### src/rtl/riscv_pkg.sv
// Shared RISC-V decode definitions: datapath width, base opcodes, immediate
// format classification and operand-usage helpers. Reused by the decode,
// execute and control blocks.
package riscv_pkg;

  localparam int XLEN = 64;

  localparam logic [6:0] OPC_LOAD      = 7'b0000011;
  localparam logic [6:0] OPC_OP_IMM    = 7'b0010011;
  localparam logic [6:0] OPC_OP_IMM_32 = 7'b0011011;
  localparam logic [6:0] OPC_JALR      = 7'b1100111;
  localparam logic [6:0] OPC_STORE     = 7'b0100011;
  localparam logic [6:0] OPC_BRANCH    = 7'b1100011;
  localparam logic [6:0] OPC_LUI       = 7'b0110111;
  localparam logic [6:0] OPC_AUIPC     = 7'b0010111;
  localparam logic [6:0] OPC_JAL       = 7'b1101111;
  localparam logic [6:0] OPC_OP        = 7'b0110011;
  localparam logic [6:0] OPC_OP_32     = 7'b0111011;

  typedef enum logic [2:0] {
    IMM_NONE,
    IMM_I,
    IMM_S,
    IMM_B,
    IMM_U,
    IMM_J
  } immFmt_t;

  function automatic immFmt_t immFmtOf(input logic [6:0] opcode);
    case (opcode)
      OPC_LOAD, OPC_OP_IMM, OPC_OP_IMM_32, OPC_JALR: return IMM_I;
      OPC_STORE:                                     return IMM_S;
      OPC_BRANCH:                                    return IMM_B;
      OPC_LUI, OPC_AUIPC:                            return IMM_U;
      OPC_JAL:                                       return IMM_J;
      default:                                       return IMM_NONE;
    endcase
  endfunction

  // rs1 field is a real source for everything except the U/J formats.
  function automatic logic usesRs1(input logic [6:0] opcode);
    return !(opcode == OPC_LUI || opcode == OPC_AUIPC || opcode == OPC_JAL);
  endfunction

  function automatic logic usesRs2(input logic [6:0] opcode);
    return (opcode == OPC_OP) || (opcode == OPC_OP_32) ||
           (opcode == OPC_STORE) || (opcode == OPC_BRANCH);
  endfunction

endpackage

### src/rtl/imm_gen.sv
// Immediate generator: purely combinational, sign-extends the immediate of
// the instruction's format to XLEN bits; unknown opcodes produce zero.
// Ports: instr (32-bit instruction word), imm (signed XLEN immediate).
module imm_gen
  import riscv_pkg::*;
#(
  parameter int XLEN = riscv_pkg::XLEN
) (
  input  logic        [31:0]     instr,
  output logic signed [XLEN-1:0] imm
);

  logic sgn;
  assign sgn = instr[31];

  always_comb begin
    imm = '0;
    case (immFmtOf(instr[6:0]))
      IMM_I: imm = {{(XLEN-12){sgn}}, instr[31:20]};
      IMM_S: imm = {{(XLEN-12){sgn}}, instr[31:25], instr[11:7]};
      IMM_B: imm = {{(XLEN-13){sgn}}, instr[31], instr[7], instr[30:25],
                    instr[11:8], 1'b0};
      IMM_U: imm = {{(XLEN-32){sgn}}, instr[31:12], 12'b0};
      IMM_J: imm = {{(XLEN-21){sgn}}, instr[31], instr[19:12], instr[20],
                    instr[30:21], 1'b0};
      default: imm = '0;
    endcase
  end

endmodule

### src/rtl/decode_stage.sv
// Instruction decode stage with ID/EX pipeline register.
// Ports:
//   clk, rst_n            clock, synchronous active-low reset
//   if_valid/instr/pc     IF/ID instruction
//   stall, flush          ID/EX hold and kill controls
//   rs1_addr, rs2_addr    register-file read addresses (combinational)
//   rs1_data, rs2_data    register-file read data
//   wb_we/rd/data         write-back bus, bypassed into the operands
//   ex_*                  ID/EX register contents
//   hazard_stall          load-use hold request to IF (combinational)
//   bubble_cnt            saturating count of load-use bubbles
module decode_stage
  import riscv_pkg::*;
#(
  parameter int XLEN = riscv_pkg::XLEN
) (
  input  logic            clk,
  input  logic            rst_n,
  input  logic            if_valid,
  input  logic [31:0]     if_instr,
  input  logic [XLEN-1:0] if_pc,
  input  logic            stall,
  input  logic            flush,
  output logic [4:0]      rs1_addr,
  output logic [4:0]      rs2_addr,
  input  logic [XLEN-1:0] rs1_data,
  input  logic [XLEN-1:0] rs2_data,
  input  logic            wb_we,
  input  logic [4:0]      wb_rd,
  input  logic [XLEN-1:0] wb_data,
  output logic            ex_valid,
  output logic [XLEN-1:0] ex_pc,
  output logic [XLEN-1:0] ex_rs1_val,
  output logic [XLEN-1:0] ex_rs2_val,
  output logic [XLEN-1:0] ex_imm,
  output logic [4:0]      ex_rd,
  output logic [6:0]      ex_opcode,
  output logic [2:0]      ex_funct3,
  output logic [6:0]      ex_funct7,
  output logic            ex_mem_read,
  output logic            hazard_stall,
  output logic [31:0]     bubble_cnt
);

  function automatic logic [31:0] satInc(input logic [31:0] cnt);
    return (cnt == 32'hFFFF_FFFF) ? cnt : cnt + 32'd1;
  endfunction

  // x0 always reads zero; otherwise a matching write-back wins over the
  // register file so the instruction sees the value retiring this cycle.
  function automatic logic signed [XLEN-1:0] operand(
    input logic [4:0]      addr,
    input logic [XLEN-1:0] rfData,
    input logic            we,
    input logic [4:0]      rd,
    input logic [XLEN-1:0] wbData
  );
    if (addr == 5'd0)                        return '0;
    else if (we && rd != 5'd0 && rd == addr) return wbData;
    else                                     return rfData;
  endfunction

  // ---- stage p0: decode of the IF/ID instruction ----
  logic        [6:0]      opcode_p0;
  logic signed [XLEN-1:0] rs1Val_p0;
  logic signed [XLEN-1:0] rs2Val_p0;
  logic signed [XLEN-1:0] imm_p0;
  logic                   rs1Hit;
  logic                   rs2Hit;

  assign opcode_p0 = if_instr[6:0];
  assign rs1_addr  = if_instr[19:15];
  assign rs2_addr  = if_instr[24:20];
  assign rs1Val_p0 = operand(rs1_addr, rs1_data, wb_we, wb_rd, wb_data);
  assign rs2Val_p0 = operand(rs2_addr, rs2_data, wb_we, wb_rd, wb_data);

  imm_gen #(.XLEN(XLEN)) uImmGen (
    .instr (if_instr),
    .imm   (imm_p0)
  );

  // ---- stage p1: ID/EX register ----
  logic                   vld_p1;
  logic                   memRead_p1;
  logic        [XLEN-1:0] pc_p1;
  logic signed [XLEN-1:0] rs1Val_p1;
  logic signed [XLEN-1:0] rs2Val_p1;
  logic signed [XLEN-1:0] imm_p1;
  logic        [4:0]      rd_p1;
  logic        [6:0]      opcode_p1;
  logic        [2:0]      funct3_p1;
  logic        [6:0]      funct7_p1;
  logic        [31:0]     bubbleCnt;

  // A load in EX whose destination feeds this instruction cannot be
  // bypassed yet; stall and flush already freeze or kill the pipe, so the
  // request is masked then.
  assign rs1Hit = usesRs1(opcode_p0) && (rd_p1 == rs1_addr);
  assign rs2Hit = usesRs2(opcode_p0) && (rd_p1 == rs2_addr);
  assign hazard_stall = if_valid && vld_p1 && memRead_p1 && (rd_p1 != 5'd0) &&
                        (rs1Hit || rs2Hit) && !stall && !flush;

  always_ff @(posedge clk) begin
    if (!rst_n) begin
      vld_p1     <= 1'b0;
      memRead_p1 <= 1'b0;
      pc_p1      <= '0;
      rs1Val_p1  <= '0;
      rs2Val_p1  <= '0;
      imm_p1     <= '0;
      rd_p1      <= '0;
      opcode_p1  <= '0;
      funct3_p1  <= '0;
      funct7_p1  <= '0;
      bubbleCnt  <= '0;
    end else if (flush) begin
      vld_p1     <= 1'b0;
      memRead_p1 <= 1'b0;
    end else if (stall) begin
      vld_p1     <= vld_p1;
    end else if (hazard_stall) begin
      vld_p1     <= 1'b0;
      memRead_p1 <= 1'b0;
      bubbleCnt  <= satInc(bubbleCnt);
    end else begin
      vld_p1     <= if_valid;
      memRead_p1 <= (opcode_p0 == OPC_LOAD);
      pc_p1      <= if_pc;
      rs1Val_p1  <= rs1Val_p0;
      rs2Val_p1  <= rs2Val_p0;
      imm_p1     <= imm_p0;
      rd_p1      <= if_instr[11:7];
      opcode_p1  <= opcode_p0;
      funct3_p1  <= if_instr[14:12];
      funct7_p1  <= if_instr[31:25];
    end
  end

  assign ex_valid    = vld_p1;
  assign ex_mem_read = memRead_p1;
  assign ex_pc       = pc_p1;
  assign ex_rs1_val  = rs1Val_p1;
  assign ex_rs2_val  = rs2Val_p1;
  assign ex_imm      = imm_p1;
  assign ex_rd       = rd_p1;
  assign ex_opcode   = opcode_p1;
  assign ex_funct3   = funct3_p1;
  assign ex_funct7   = funct7_p1;
  assign bubble_cnt  = bubbleCnt;

endmodule

### config.mk
export PLATFORM = sky130hd
export DESIGN_NAME = decode_stage
export DESIGN_NICKNAME = d
export VERILOG_FILES = /design/src/rtl/riscv_pkg.sv /design/src/rtl/imm_gen.sv /design/src/rtl/decode_stage.sv
export SDC_FILE = /design/constraint.sdc
export NUM_CORES = 1
export LEC_CHECK = 0
export ABC_AREA = 1
export CAP_MARGIN = 25
export CORE_AREA = 2 2 240 242
export CTS_CLUSTER_SIZE = 40
export DETAILED_ROUTE_END_ITERATION = 10
export DIE_AREA = 0 0 242 244
export GPL_TIMING_DRIVEN = 1
export PLACE_DENSITY_LB_ADDON = 0.1
export SYNTH_ARGS = -nofsm -noshare
export SYNTH_HDL_FRONTEND = slang
export SYNTH_SLANG_ARGS = --single-unit
### constraint.sdc
create_clock -name clk -period 2.1 [get_ports clk]
set_input_delay 0.42 -clock clk [delete_from_list [all_inputs] [get_ports clk]]
set_output_delay 0.42 -clock clk [all_outputs]
set_load 0.02 [all_outputs]
==> metrics.md <==
| Metric | Value |
|---|---|
| Endpoints failing setup | 258 |
| Worst setup EP type | output port |
| Mapped Nets | 2267 |
| R2R cell count | 17 |
| Starting DRT DRC Count | between 800 and 900 |
| Flop-to-flop setup slack | -0.20 ns |
| H-tree Lvls | 2 |
| Final Cycle Share | 112% |
| Drt wl/cell | approximately 21 um |
| Syn avg cell area | around 7 um^2 |
| Final setup TNS | -29.45 ns |
| Clock latency on the worst-skew pair | approximately 0.55 ns |
| Worst setup path startpoint | ex_rd[0]$_SDFFE_PN0P_ |
| Largest net degree at the start of global routing | 61 |
| Synth-to-layout area growth | 90.1% |
| Die X | about 240 um |
| Die H | ~240 um |
| Synth Register Bits | 280 |
| First-pass GRT wire length | 104 mm |
| Critical path arrival | around 1.9 ns |
| WP data required | around 1.7 ns |
| Slew HR | 63.5% |
| Total Routing Usage GR | 23.2% |
| Synth warn | 0 |
| Synthesized instance count | between 1500 and 2000 |
| Clock Sink Count | 280 |
| Leak pwr | 10.6 nW |
| VDD IR max | around 0.65 mV |
| Final hold violation count | 0 |
| CP Max Fanout | 3 |
| Failing checks | negative setup slack |
| Fin. max-slew vios | 0 |
| WP buf/inv | 4 |
| Final core utilization | 46.5% |
| CTS Buffer Depth | 3 |
| Clock skew | between 0.01 and 0.015 ns |
| Critical path type | reg2out |
| Most common cell after layout, fill and taps aside | clkdlybuf4s50_1 |
| HP Class | in2reg |
| Cell variety after synth | 38 |
| Worst hold slack | around 0.3 ns |
| Drt drc | 0 |
| DIE AREA | 0.0590 mm^2 |
| P per Cell Area | 607 mW/mm^2 |
| Final wirelength | 74.5 mm |
| Num rows | 87 |
| Input/output buffers | 621 |
| Total number of vias | 16300 |
| Layout Nets | 2996 |
| Vias in the first global route | 16100 |
| Post-synth EDFFs | 0 |
| Register area share after synthesis | 40.8% |
| Top cell by count, worst path | nand2_4 |
| Worst path max stage delay | 0.36 ns |
| Worst Tran Pin Value | 0.543 ns |
| Final Total Pwr | approximately 16 mW |
| Synthesized area | 0.0137 mm^2 |
| Share of layout cells above drive strength 1 | about a quarter |
| Root buf cell | clkbuf_16 |
| Vias per Instance | around 4.7 |
| Num ports | 622 |
| Starting Density | 24.4% |
| Reg2reg end | ex_pc[33]$_SDFFE_PN0P_ |
| Asr flop ratio synth | 0% |
| HP Start | rst_n |
| Post-DRT Antenna Nets | 0 |
| Min Tclk post-route | 2.36 ns |
| Gp weighted congestion | slightly above 0.9 |
| Max-cap violations | 0 |
| Initial antenna violation count | 23 |
| CTS tree | yes |
| DPL Wire Length | 50.7 mm |
| Setup WS post-layout | -0.258 ns |
| Hold endpoint | ex_funct3[2]$_SDFFE_PN0P_ |
| Most frequent cells in the layout | clkdlybuf4s50_1, nand2_1, nor2_1, dfxtp_1, buf_4 |
| Pre-antenna DRT Iters | 5 |
| Total CTS buffers | 38 |
| CP delay by family, top | buffers and inverters |
| Ys flop type | dfxtp_1 |
| CP max stage cell | dfxtp_4 |
| Outcome | finished, violations left |
| Hold depth | 3 |
| Core area | around 0.056 mm^2 |
| Gr ovfl total | 0 |
| Clock transition at path regs | 0.05 ns |
| RSZ-0062 raised after global routing | true |
| Peak Freq | roughly 0.42 GHz |
| CTS Hold Buffers Added | 0 |
| DP Worst Slack | -0.725 ns |
| CP Cell Sequence | buf_12 -> xnor2_2 -> nand2_1 -> nor2_1 -> buf_4 -> nand2_4 -> nand2_4 -> nand3_4 -> inv_2 -> buf_6 |
| Startpoint Class | register |
| FF-to-FF Start | ex_rd[0]$_SDFFE_PN0P_ |
stage by stage:
step	area, um^2	std cells
global route	26100	3490
finish	26100	3493
CTS	24000	3438
global placement	21500	3322
detailed placement	21500	3322
floorplan	13700	1967
worst max-delay path by stage:
stage | cells after the start | to | slack (ns)
finish | 10 | hazard_stall | -0.26
global route | 10 | hazard_stall | -0.32
CTS | 8 | hazard_stall | -0.16
detailed placement | 10 | hazard_stall | -0.72
global placement | 8 | hazard_stall | -0.72
floorplan | 14 | bubble_cnt[12]$_SDFFE_PN0P_ | 0.05
per-layer routing:
metal,vias up,wire length [um],GRT usage (%)
met2,572,35400,38.4
li1,7918,-,-
met1,7695,30900,28.1
met4,2,2450,9.42
met3,129,5700,6.88
met5,-,11,0
worst min-delay path: cells and delay by family:
kind            cells  cell delay (ns)
buf+inv             1             0.19
compound gates      1             0.12
simple gates        1             0.04
cell families (layout without fill, tap and decap cells):
logic type / count (synthesis) / after routing / synth area share (%)
AO/OA/AOI/OAI: 516 / 516 / 21.1
flip-flops: 280 / 280 / 40.8
XOR/XNOR: 21 / 21 / 1.34
AND/OR/NAND/NOR: 869 / 869 / 26.1
adder cells (fa/ha/maj): 1 / 1 / 0.0911
buffers and inverters: 280 / 1030 / 10.6
other: 0 / 20 / 0
area by class of cell:
cell class	count	area, um^2
clock inverters	11	151
repair buffers	865	9750
well taps	756	946
diodes	20	50.0
clock buffers	50	1040
repair inverters	1	16.3
flip-flops and latches	280	5630
fillers	5614	30100
multi-input cells	1407	8100
inverters	103	420
synthesized netlist by cell type (2+ instances only):
cell,n,area (um^2)
nor2_1,380,1430
nand2_1,355,1330
dfxtp_1,280,5610
a21oi_1,155,776
o21ai_0,147,736
o21ai_1,110,551
inv_1,94,353
clkbuf_1,74,278
o211ai_1,55,413
buf_4,54,405
nand3_1,49,245
or2_2,39,244
a21oi_2,30,263
buf_2,27,135
buf_6,19,214
xnor2_1,15,131
nand4_1,13,81.3
o2111ai_1,12,105
nor3_1,11,55.1
inv_2,8,30.0
nor2_2,6,37.5
xor2_1,6,52.6
nand2_4,5,56.3
nor4_1,3,18.8
a21boi_0,2,15.0
a31oi_1,2,12.5
buf_8,2,30.0
nand2_2,2,12.5
nand3_2,2,20.0
nand3b_1,2,15.0
repair_timing:
item                       in CTS  in global routing
pin swaps                       8                 86
buffers inserted               33                  7
setup endpoints to repair     258                295
resized for setup             202                370
gates cloned                   23                 34
flip-flops by register name (all words and copies together), names as in the netlist:
| name | flops |
|---|---|
| ex_rs1_val | 64 |
| ex_imm | 32 |
| ex_rd | 5 |
| ex_valid | 1 |
| ex_mem_read | 1 |
| ex_funct7 | 7 |
| ex_funct3 | 3 |
| bubble_cnt | 32 |
| ex_rs2_val | 64 |
| ex_pc | 64 |
| ex_opcode | 7 |
power breakdown:
part,internal [mW],leakage [nW],switching (mW)
clock network,3.82,0.581,2.56
registers,5.60,2.30,0.223
logic,1.88,7.67,1.75
total,11.3,10.6,4.54
Power figures use the tool's default switching activity.
